<file path="src/rtl/bram_arbiter_pkg.sv">
// bram_arbiter_pkg: shared FSM encodings, port ids and defaults for bram_arbiter
package bram_arbiter_pkg;
    typedef enum logic [1:0] {
        IDLE   = 2'd0,
        ACCESS = 2'd1,
        RDWAIT = 2'd2,
        DONE   = 2'd3
    } state_t;
    localparam logic PORT_A = 1'b0;
    localparam logic PORT_B = 1'b1;
    localparam int unsigned STARVE_LIMIT_DEF = 4;
endpackage

</file>
<file path="src/rtl/bram_arbiter.sv">
// bram_arbiter: two-port req/ack arbiter in front of a single-port 8-bit BRAM
// with A priority and a starvation counter guaranteeing B progress.
module bram_arbiter
    import bram_arbiter_pkg::*;
#(
    parameter int unsigned AW           = 16,
    parameter int unsigned STARVE_LIMIT = STARVE_LIMIT_DEF
) (
    input  logic          clk,
    input  logic          reset,
    input  logic          a_req,
    input  logic          a_we,
    input  logic [AW-1:0] a_addr,
    input  logic [7:0]    a_wdata,
    input  logic          b_req,
    input  logic          b_we,
    input  logic [AW-1:0] b_addr,
    input  logic [7:0]    b_wdata,
    output logic          a_ack,
    output logic [7:0]    a_rdata,
    output logic          b_ack,
    output logic [7:0]    b_rdata,
    output logic          mem_en,
    output logic          mem_we,
    output logic [AW-1:0] mem_addr,
    output logic [7:0]    mem_din,
    input  logic [7:0]    mem_dout,
    output logic          busy
);
    state_t        state_q, state_d;
    logic          win_q, win_d;
    logic [3:0]    starve_q, starve_d;
    logic          mem_en_q, mem_en_d, mem_we_q, mem_we_d;
    logic [AW-1:0] mem_addr_q, mem_addr_d;
    logic [7:0]    mem_din_q, mem_din_d;
    logic          a_ack_q, a_ack_d, b_ack_q, b_ack_d;
    logic [7:0]    a_rdata_q, a_rdata_d, b_rdata_q, b_rdata_d;
    logic          grant, b_win, win_we, rd_a, rd_b;

    always_comb begin
        grant      = state_q == IDLE && (a_req || b_req);
        b_win      = b_req && (!a_req || starve_q >= 4'(STARVE_LIMIT));
        win_we     = b_win ? b_we : a_we;
        rd_a       = state_q == RDWAIT && win_q == PORT_A;
        rd_b       = state_q == RDWAIT && win_q == PORT_B;
        state_d    = state_q == IDLE   ? (grant ? ACCESS : IDLE) :
                     state_q == ACCESS ? (mem_we_q ? IDLE : RDWAIT) :
                     state_q == RDWAIT ? DONE : IDLE;
        win_d      = grant ? b_win : win_q;
        // Counter only moves when an arbitration actually happens.
        starve_d   = !grant ? starve_q :
                     b_win ? 4'd0 :
                     (b_req && starve_q != 4'hF) ? starve_q + 4'd1 : starve_q;
        mem_en_d   = grant;
        mem_we_d   = grant && win_we;
        mem_addr_d = grant ? (b_win ? b_addr : a_addr) : mem_addr_q;
        mem_din_d  = grant ? (b_win ? b_wdata : a_wdata) : mem_din_q;
        // Writes ack during ACCESS; reads ack in DONE once rdata is captured.
        a_ack_d    = (grant && !b_win && a_we) || rd_a;
        b_ack_d    = (grant && b_win && b_we) || rd_b;
        a_rdata_d  = rd_a ? mem_dout : a_rdata_q;
        b_rdata_d  = rd_b ? mem_dout : b_rdata_q;
    end

    always_ff @(posedge clk) begin
        if (reset) begin
            state_q    <= IDLE;
            win_q      <= PORT_A;
            starve_q   <= 4'd0;
            mem_en_q   <= 1'b0;
            mem_we_q   <= 1'b0;
            mem_addr_q <= '0;
            mem_din_q  <= 8'h00;
            a_ack_q    <= 1'b0;
            b_ack_q    <= 1'b0;
            a_rdata_q  <= 8'h00;
            b_rdata_q  <= 8'h00;
        end else begin
            state_q    <= state_d;
            win_q      <= win_d;
            starve_q   <= starve_d;
            mem_en_q   <= mem_en_d;
            mem_we_q   <= mem_we_d;
            mem_addr_q <= mem_addr_d;
            mem_din_q  <= mem_din_d;
            a_ack_q    <= a_ack_d;
            b_ack_q    <= b_ack_d;
            a_rdata_q  <= a_rdata_d;
            b_rdata_q  <= b_rdata_d;
        end
    end

    assign a_ack    = a_ack_q;
    assign b_ack    = b_ack_q;
    assign a_rdata  = a_rdata_q;
    assign b_rdata  = b_rdata_q;
    assign mem_en   = mem_en_q;
    assign mem_we   = mem_we_q;
    assign mem_addr = mem_addr_q;
    assign mem_din  = mem_din_q;
    assign busy     = state_q != IDLE;
endmodule

</file>
<file path="config.mk">
export PLATFORM = sky130hd
export DESIGN_NAME = bram_arbiter
export DESIGN_NICKNAME = d
export VERILOG_FILES = /design/src/rtl/bram_arbiter_pkg.sv /design/src/rtl/bram_arbiter.sv
export SDC_FILE = /design/constraint.sdc
export NUM_CORES = 1
export LEC_CHECK = 0
export ABC_AREA = 1
export BUFFER_PORTS_ARGS = -buffer_cell sky130_fd_sc_hd__buf_2
export CAP_MARGIN = 20
export CORE_MARGIN = 2
export CORE_UTILIZATION = 50
export CTS_CLUSTER_SIZE = 14
export DETAILED_ROUTE_END_ITERATION = 10
export GPL_TIMING_DRIVEN = 0
export HOLD_SLACK_MARGIN = 0.15
export PLACE_DENSITY = 0.83
export SLEW_MARGIN = 15
export SYNTH_ARGS = -nofsm -noshare
export SYNTH_HDL_FRONTEND = slang
export SYNTH_SLANG_ARGS = --single-unit
</file>
<file path="constraint.sdc">
create_clock -name clk -period 3 [get_ports clk]
set_clock_uncertainty 0.15 [all_clocks]
set_input_delay 0.3 -clock clk [delete_from_list [all_inputs] [get_ports clk]]
set_output_delay 0.3 -clock clk [all_outputs]
set_load 0.02 [all_outputs]
</file>
==> flow_metrics.env <==
export IMPL_status="completed"
export IMPL_crit_top_cell="nand2_1"
export IMPL_hold_depth=5
export IMPL_hold_path_startpoint="a_addr[7]"
export IMPL_period_minus_slack_ps=1880
export IMPL_synthesis_area_um2=2300
export IMPL_syn_inst=305
export IMPL_ys_types=24
export IMPL_arrival_ps=1980
export IMPL_cp_start_kind="flop"
export IMPL_synth_xor_xnor_area_share_pct=0
export IMPL_nets=492
export IMPL_firstDrtPassIters=4
export IMPL_cp_cell_sequence="clkinv_1 > nand2_1 > nand2_1 > a21oi_1 > dlygate4sd3_1"
export IMPL_drv_slew=0
export IMPL_core_region_area_um2=4380
export IMPL_max_vdd_ir_drop_uv=371
export IMPL_timing_rr_start="win_q"
export IMPL_cts_tree="yes"
export IMPL_r2r_cells=5
export IMPL_ys_warn_count=0
export IMPL_drive_above_1_share_pct=32.4
export IMPL_worstPathMaxFanout=9
export IMPL_grt_pass1_vias=2333
export IMPL_grt_pass1_wl_mm=9.92
export IMPL_start_util_pct=52.5
export IMPL_crit_family="buffers and inverters"
export IMPL_antenna_found_initial=0
export IMPL_synth_mux_area_share_pct=0
export IMPL_vias=2491
export IMPL_required_ps=3100
export IMPL_crit_type="flop to flop"
export IMPL_synth_top_family_by_area="simple AND/OR/NAND/NOR gates"
export IMPL_cts_buffers=5
export IMPL_syn2layout_area_growth_pct=35.5
export IMPL_worstMarginPinSlew_ps=453
export IMPL_holdPathEnd="mem_addr[7]"
export IMPL_routed_wirelength_mm=6.05
export IMPL_cts_setup_buffers=0
export IMPL_gp_routability_congestion=0.868
export IMPL_clockBufferDepth=2
export IMPL_avgViaCountPerCell=5.18
export IMPL_rsz0062_at_grt="no"
export IMPL_wl_per_cell_um=12.6
export IMPL_fmax_ghz=0.533
export IMPL_critical_path_buf_inv_count=2
export IMPL_slew_headroom_pct=69.8
export IMPL_synthAdderAreaFrac_pct=0.543
export IMPL_numPlacedInstances=462
export IMPL_setup_violations=0
export IMPL_clk_pin_slew_ps=90
export IMPL_layout_cells_non_filler=481
export IMPL_hold_class="input pin to flop"
export IMPL_fin_crit_sh_pct=62.6
export IMPL_cp_end_kind="flop"
export IMPL_crit_path_top_delay_cell="dlygate4sd3_1"
export IMPL_cts_num_sinks=51
export IMPL_io_pins=107
export IMPL_critPathMaxStageDelay_ps=570
export IMPL_numPortBuffers=105
export IMPL_yosys_area_share_simple_pct=35.4
export IMPL_r2r_setup_slack_ps=1120
export IMPL_n_antenna_cell=0
export IMPL_drt_iter0_markers=145
export IMPL_dpl_hpwl_mm=4.44
export IMPL_grt_max_degree=16
export IMPL_die_x_um=71.9
export IMPL_drc=0
export IMPL_hold_viol=0
export IMPL_dieArea_um2=5170
export IMPL_setup_tns_ps=0
export IMPL_powerDensity_nw_per_um2=558
export IMPL_h_tree_depth=2
export IMPL_synth_compound_area_share_pct=6.08
export IMPL_die_h_um=71.9
export IMPL_ys_seq_area_share_pct=44.3
export IMPL_track_usage_pct=24.1
export IMPL_r2r_end="a_rdata[7]"
export IMPL_synth_area_per_cell_um2=7.55
export IMPL_power_leakage_nw=1.67
export IMPL_max_cap_violations=0
export IMPL_fp_row_count=24
export IMPL_clock_latency_ps=300
export IMPL_syn_nets=368
export IMPL_drtAntennaViolNets=0
export IMPL_synth_seq_cells=51
export IMPL_grt_ovfl_total=0
export IMPL_cts_root_buf="clkbuf_8"
cell usage after synthesis:
cell      instances  area, um2
a21oi_1          24        120
buf_12            2       40.0
buf_2             4       20.0
buf_6             4       45.0
buf_8             1       15.0
clkbuf_1          4       15.0
clkbuf_4          1       7.51
clkbuf_8          4       55.1
clkinv_1          2       7.51
dfxtp_1          51       1020
ha_1              1       12.5
inv_1            26       97.6
inv_2             3       11.3
nand2_1          69        259
nand2_2           1       6.26
nand2_4           2       22.5
nand3_1          89        445
nand3_2           2       20.0
nor2_1            7       26.3
nor2_2            1       6.26
nor2_4            2       22.5
nor3b_1           1       7.51
o21ai_0           3       15.0
o21ai_1           1       5.00
area by class of cell:
cell class,count,area [um2]
plain buffers,20,198
clock buffers,5,68.8
clock inverters,2,37.5
fillers,379,1260
inverters,31,116
multi-input cells,203,968
flip-flops and latches,51,1020
well taps,52,65.1
repair buffers,117,646
layer usage:
metal  up-vias  wire [um]  GRT usage [%]
li1       1234          -              -
met1      1138       2440           26.4
met2       111       3070           45.2
met3         8        474           5.63
met4         0         65           8.18
met5         -          0              0
where the power goes:
part	internal (mW)	total, mW	switching [mW]
Combinational	0.204	0.505	0.302
Clock	0.244	0.467	0.223
Sequential	0.738	0.768	0.0303
Total	1.19	1.74	0.555
tightest hold or removal path: cells and delay by family:
| family | cells | cell delay (ps) |
|---|---|---|
| simple gates | 3 | 170 |
| buf+inv | 2 | 120 |
kinds of logic after synthesis:
logic type,count (synthesis)
flops,51
compound gates,28
simple gates,174
fa+ha+maj,1
buf+inv,51
worst max path at each step:
stage	from	endpoint	depth (start not counted)
5_1_grt	state_q[1]	a_rdata[7]	6
4_1_cts	state_q[1]	a_rdata[7]	6
2_1_floorplan	state_q[0]	mem_addr[10]	9
6_report	win_q	a_rdata[7]	5
3_5_place_dp	reset	mem_addr[10]	5
3_3_place_gp	reset	mem_addr[1]	5
stage by stage:
step                      hold slack (ps)  worst slack (ps)  util [%]  total power, mW  instance area, um2
final                                 159              1120      71.2             1.74                3120
after global routing                  166              1060      71.2             1.82                3120
after detailed placement              288              1500      66.0             1.28                2890
after CTS                             153              1160      71.2             1.75                3120
after floorplan                       275              1670         -             1.12                2300
after global placement                284              1550      66.0             1.27                2890
state kept, by name, summed over array words and instances (netlist names):
signal / flops
b_rdata: 8
mem_we: 1
starve_q: 4
mem_din: 8
a_ack: 1
mem_en: 1
mem_addr: 16
a_rdata: 8
state_q: 2
win_q: 1
b_ack: 1
cells in the final DEF, fill, tap and decap left out, drive strengths merged:
master	netlist	layout
clkinv	2	2
buf	11	116
clkbuf	9	14
nand3	91	91
ha	1	1
bufinv	0	1
clkinvlp	0	1
a21oi	24	24
nor3b	1	1
nor2	10	10
dlygate4sd3	0	12
inv	29	29
dfxtp	51	51
nand2	72	72
o21ai	4	4
timing repair:
| action | 4_1_cts | 5_1_grt |
|---|---|---|
| gates resized for setup | 0 | 0 |
| hold buffers | 12 | 0 |
| endpoints found under the hold margin | 19 | 0 |
| endpoints found under the setup margin | 0 | 0 |
(Power assumes the default switching activity.)
